## src/rtl/blink.sv

```systemverilog
// Board bring-up LED blinker: divides clk down to a visible square wave on one pin.
// Latency: led changes on the same edge as the internal phase (plain build), or one
//   edge later when the BLINK_PWM_DIM_EN dimming option is compiled in.
// Backpressure: none; free-running leaf with no handshake.
//
// Ports:
//   clk  in   1  system clock, all logic on the rising edge
//   rst  in   1  synchronous reset, active-high
//   led  out  1  registered LED drive (inverted when LED_ACTIVE_LOW=1)
//
// Optional feature macro: BLINK_PWM_DIM_EN
//   When defined, an 8-bit free-running PWM counter gates the lit phase so the LED
//   is on DIM_DUTY out of every 256 cycles while lit.
//
// Every register carries a declaration initialiser equal to its reset value, so the
// block blinks correctly from power-up even if rst is tied low. An X/Z rst falls
// through the if (rst) test into the running path.

module blink #(
  parameter int CLK_HZ         = 100_000_000,
  parameter int BLINK_HZ       = 100,
  parameter bit LED_ACTIVE_LOW = 1'b0,
  parameter int DIM_DUTY       = 64
) (
  input  logic clk,
  input  logic rst,
  output logic led
);

  // Cycles per half period of the blink.
  localparam int HALF = (BLINK_HZ > 0) ? (CLK_HZ / (2 * BLINK_HZ)) : 0;

  // Counter width is max(1, clog2(HALF)); HALF==1 still gets a 1-bit counter.
  localparam int CW = (HALF > 1) ? $clog2(HALF) : 1;

  localparam logic [CW-1:0] CNT_LAST = CW'((HALF > 0) ? (HALF - 1) : 0);
  localparam logic [CW-1:0] CNT_ONE  = CW'(1);

  // Off level of the physical pin.
  localparam logic OFF_LVL = LED_ACTIVE_LOW;

  generate
    if (HALF < 1) begin : g_half_chk
      $error("blink: CLK_HZ/(2*BLINK_HZ) must be at least 1");
    end
  endgenerate

  // The blink phase is a two-state machine: off half, lit half.
  typedef enum logic {
    PH_OFF = 1'b0,
    PH_ON  = 1'b1
  } phase_t;

  logic [CW-1:0] cnt      = '0;
  logic [CW-1:0] cnt_nxt;
  phase_t        phase    = PH_OFF;
  phase_t        phase_nxt;
  logic          led_q    = OFF_LVL;
  logic          led_nxt;
  logic          wrap;

  // ------------------------------------------------------------------
  // Divider and phase next-state
  // ------------------------------------------------------------------
  always_comb begin
    cnt_nxt   = cnt + CNT_ONE;
    phase_nxt = phase;
    wrap      = (cnt == CNT_LAST);
    if (wrap) begin
      // Terminal count: restart the half period and flip the phase on this edge.
      cnt_nxt   = '0;
      phase_nxt = (phase == PH_ON) ? PH_OFF : PH_ON;
    end
  end

`ifdef BLINK_PWM_DIM_EN
  // ------------------------------------------------------------------
  // Dimming: gate the lit phase with a 256-step PWM.
  // ------------------------------------------------------------------
  // 9 bits so a duty of 256 (always lit) is representable.
  localparam logic [8:0] DUTY9 = 9'((DIM_DUTY > 256) ? 256 : ((DIM_DUTY < 0) ? 0 : DIM_DUTY));

  logic [7:0] pwm_cnt = '0;
  logic       pwm_on;

  always_comb begin
    pwm_on  = ({1'b0, pwm_cnt} < DUTY9);
    // Gate from the current phase; the register below adds the one extra edge.
    led_nxt = ((phase == PH_ON) && pwm_on) ^ LED_ACTIVE_LOW;
  end

  always_ff @(posedge clk) begin
    if (rst) begin
      pwm_cnt <= '0;
    end else begin
      pwm_cnt <= pwm_cnt + 8'd1;
    end
  end
`else
  // Plain square wave: the pin register loads the next phase directly so it
  // changes on the very edge the phase does.
  always_comb begin
    led_nxt = (phase_nxt == PH_ON) ^ LED_ACTIVE_LOW;
  end
`endif

  // ------------------------------------------------------------------
  // State registers
  // ------------------------------------------------------------------
  always_ff @(posedge clk) begin
    if (rst) begin
      cnt   <= '0;
      phase <= PH_OFF;
      led_q <= OFF_LVL;
    end else begin
      cnt   <= cnt_nxt;
      phase <= phase_nxt;
      led_q <= led_nxt;
    end
  end

  assign led = led_q;

endmodule

```

## config.mk

```make
export PLATFORM = sky130hd
export DESIGN_NAME = blink
export DESIGN_NICKNAME = d
export VERILOG_FILES = /design/src/rtl/blink.sv
export SDC_FILE = /design/constraint.sdc
export NUM_CORES = 1
export LEC_CHECK = 0
export CAP_MARGIN = 20
export CORE_AREA = 2 2 42 44
export CTS_CLUSTER_DIAMETER = 120
export CTS_CLUSTER_SIZE = 8
export DETAILED_ROUTE_END_ITERATION = 10
export DIE_AREA = 0 0 44 46
export DONT_BUFFER_PORTS = 1
export PLACE_DENSITY = 0.75
export RECOVER_POWER = 100
export SLEW_MARGIN = 20
export SYNTH_ARGS = -nofsm -noshare
export SYNTH_HDL_FRONTEND = slang
export SYNTH_SLANG_ARGS = --single-unit
```

## constraint.sdc

```tcl
create_clock -name clk -period 3.3 [get_ports clk]
set_input_delay 0.66 -clock clk [delete_from_list [all_inputs] [get_ports clk]]
set_output_delay 0.66 -clock clk [all_outputs]
set_load 0.05 [all_outputs]
```

# == Word level (Yosys, flattened, before mapping) ==
# Cells that the tools add are included.
# word_totals
out_inout_bits,1
regBits,20
wordCells,6
input_bits,2
# op_classes
add_sub_neg,1
reduce_logical,1
eq_ne,1
muxes,1
# op_table
operator,n
adder 19 x 1 -> 19 bit (second input constant),1
== test 19 bit (second input constant),1
OR reduction 2 bit,1
2-to-1 mux 1 bit,1

# == Depth between registers and ports, before layout ==
# logic_depth
word_depth,2
ltp_mapped,6
ltp_nobuf,5

# == Worst setup path after synthesis ==
# OpenSTA, ideal clock, no wires.
# synth_timing
path_type,register to register
start,reg cnt[12]
end,reg cnt[12]
synth_period_minus_slack_ps,1559
setup_time_ps,115
n_path_buf,1
setup_slack_ps,1741
t_arrival_ps,1444
t_required_ps,3185
path_stages_with_launch,5
path_cell_list,dfxtp_1 or4_4 o31ai_4 buf_6 nor2_1
# synth_between
elab_chain_len,2
word_cells_on_any_way,3
cone_classes,add/sub: 1; eq/ne: 1; reduce/logical: 1
# synth_lines
item,line_no,rtl
start: declaration,54,logic [CW-1:0] cnt = '0;
start signal: assignment,116,cnt <= cnt_nxt;
"parallel branches: the longest is 2 deep, another holds adder 19 x 1 -> 19 bit",--,
# Several ways; the timed one is not identified.
# A chain may end at the register's enable or synchronous reset.

# == Worst setup path in the final report ==
# layout_timing
start,reg cnt[0]
end,reg cnt[12]
# The elaborated chain is that of the path after synthesis.

==> metrics.yaml <==
worst-setup-path-type: "reg2reg"
grt_pass1_wl_mm: 2.73
p_leak_nw: 0.331
switching_power_w: 0.0000862
grt-ovfl-total: 0
gp_congestion: 0.737
fmax_mhz: 540
gr-usage-all-layers_pct: 19.1
area_growth_pct: 5.66
avgSynthCellArea_um2: 9.10
rsz0062_at_grt: "no"
grt_antenna_before_repair: 0
drt-wirelength-per-cell_um: 13.1
crit_path_end_kind: "flop"
synth_edf_count: 0
ant_nets: 0
max_slew_margin_pct: 53.5
tns_ns: 0
cap_viol_max_count: 0
nets: 107
hold_ws_ns: 0.408
worst_pin_slew_ns: 0.697
portBuffers: 0
die_h_um: 46
die_area_um2: 2020
cp.arrival_ns: 2.02
diodes: 0
netlist_top_cells_count: "dfxtp_1, nor2_1, xor2_1"
synth_top_area_share_pct: 43.1
required_ns: 3.47
dp_hpwl_mm: 1.13
drcViolationCount: 0
h-tree-depth: 1
async_flop_share_pct: 0
fp.dieW_um: 44
status: "completed"
drive_above_1_share_pct: 11.7
cts-hold-fix-buffers: 0
synth_largest_area_cell: "dfxtp_1"
ios: 3
fin_crit_sh_pct: 56.2
fin_cells: 120
cts_buffers: 3
rows: 15
core_um2: 1610
cts_tree: "done"
postSynthCellCount: 102
path_clk_slew_ns: 0.12
slew_viol_final: 0
hp-class: "in2reg"
syn_area_um2: 928
max-vdd-ir-drop_mv: 0.242
postCtsResizedCells: 0
internal-power_w: 0.000371
crit_chain: "ha_1, nand4_1, o31ai_4, nor2_1"
root_buffer: "clkbuf_4"
setup_viol_count_final: 0
first_global_vias: 652
routed_wl_mm: 1.57
cts.sinks: 20
drt_first_pass_iters: 4
drt_iter0_markers: 3
post-synth-top-count-cell: "dfxtp_1"
layout_min_cycle_time_ns: 1.85
finalHoldViolCount: 0
ys_seq_area_share_pct: 43.1
p_clk_share_pct: 43.7
viasPerCell: 5.88
max_stage_delay_ns: 0.72
placed_cells: 116
synth.distinct_cells: 31
total_power_w: 0.000457
grt_max_degree: 18
cts_buffer_depth: 2
ys.flop_type: "dfxtp_1"
swShare_pct: 18.9
synth_fp_nets: 105
finalClockSkew_ns: 0.00698
worst_skew_pair.late_latency_ns: 0.30
power_density_nw_per_um2: 466
critPathMaxFanout: 17
slowest_stage: "o31ai_4"
synth_top_cells_by_area: "dfxtp_1, xor2_1, nor2_1"
comb_power_share_pct: 2.2
ys_seq_elements: 20
cts_setup_buffers: 0
start_util_pct: 57.5
yosysWarnings: 0
via_count: 705
start_kind: "flop"
seqPwrFrac_pct: 54.1
## critical path, delay by kind of cell (launching register included)
family | cells | cell delay [ns]
AO/OA/AOI/OAI | 1 | 0.72
adder cells (fa/ha/maj) | 1 | 0.23
AND/OR/NAND/NOR | 2 | 0.38
flip-flops | 1 | 0.38
## cell type report
type                    instances  area [um^2]
clock buffers                   3         22.5
clock inverters                 1         30.0
fillers                       143          633
inverters                       2         7.51
multi-input cells              77          499
flip-flops and latches         20          400
well taps                      17         21.3
## sequential cells by signal, summed over array words and instances (netlist names)
| register | flops |
|---|---|
| cnt | 19 |
| led | 1 |
## kinds of logic (layout without fill, tap and decap cells)
kind of cell             count (synthesis)  after routing  synth area share, %
AND/OR/NAND/NOR                         53             53                 31.8
adder cells (fa/ha/maj)                  1              1                 1.35
AO/OA/AOI/OAI                            9              9                 7.14
multiplexers                             1              1                 1.21
buffers and inverters                    5              6                 3.10
XOR/XNOR                                13             13                 12.3
flip-flops                              20             20                 43.1
## power groups by stage
stage | clock network [W] | registers [W] | logic, W
6_report | 0.000200 | 0.000247 | 0.0000102
5_1_grt | 0.000216 | 0.000248 | 0.0000122
4_1_cts | 0.000205 | 0.000247 | 0.0000101
3_5_place_dp | 0 | 0.000253 | 0.0000101
3_3_place_gp | 0 | 0.000253 | 0.00000984
2_1_floorplan | 0 | 0.000252 | 0.00000975
## per-layer routing
layer	global-route usage, %	routed length, um	vias up
li1	-	-	364
met1	23.1	794	336
met2	29.1	735	3
met3	4.76	20	2
met4	14.5	18	0
met5	0	0	-
## cells in the final DEF, fill, tap and decap left out, types with 2 or more instances in the layout
cell,n
nand3_1,7
xor2_1,9
nand4_1,7
xnor2_1,4
o21ai_0,2
nor3_1,2
nand2_1,5
or4_1,2
a21oi_1,4
o31ai_1,2
clkbuf_4,3
inv_1,2
dfxtp_1,20
nor4_1,2
nor2_1,16
## path summary, 6_finish.rpt
path	endpoint	slack, ns	cells past startpoint	start
max reg2reg	cnt[12]$_SDFF_PP0_	1.45	4	cnt[0]$_SDFF_PP0_
min	cnt[2]$_SDFF_PP0_	0.41	1	rst
max	cnt[12]$_SDFF_PP0_	1.45	4	cnt[0]$_SDFF_PP0_
min reg2reg	cnt[0]$_SDFF_PP0_	0.48	1	cnt[0]$_SDFF_PP0_
## per-stage QoR
| stage | area [um^2] | worst slack [ns] | util (%) |
|---|---|---|---|
| 2_1_floorplan | 928 | 1.74 | - |
| 3_3_place_gp | 928 | 1.51 | 57.5 |
| 3_5_place_dp | 928 | 1.48 | 57.5 |
| 4_1_cts | 981 | 1.47 | 60.8 |
| 5_1_grt | 981 | 1.32 | 60.8 |
| 6_report | 981 | 1.45 | 60.8 |
(Power assumes the default switching activity.)
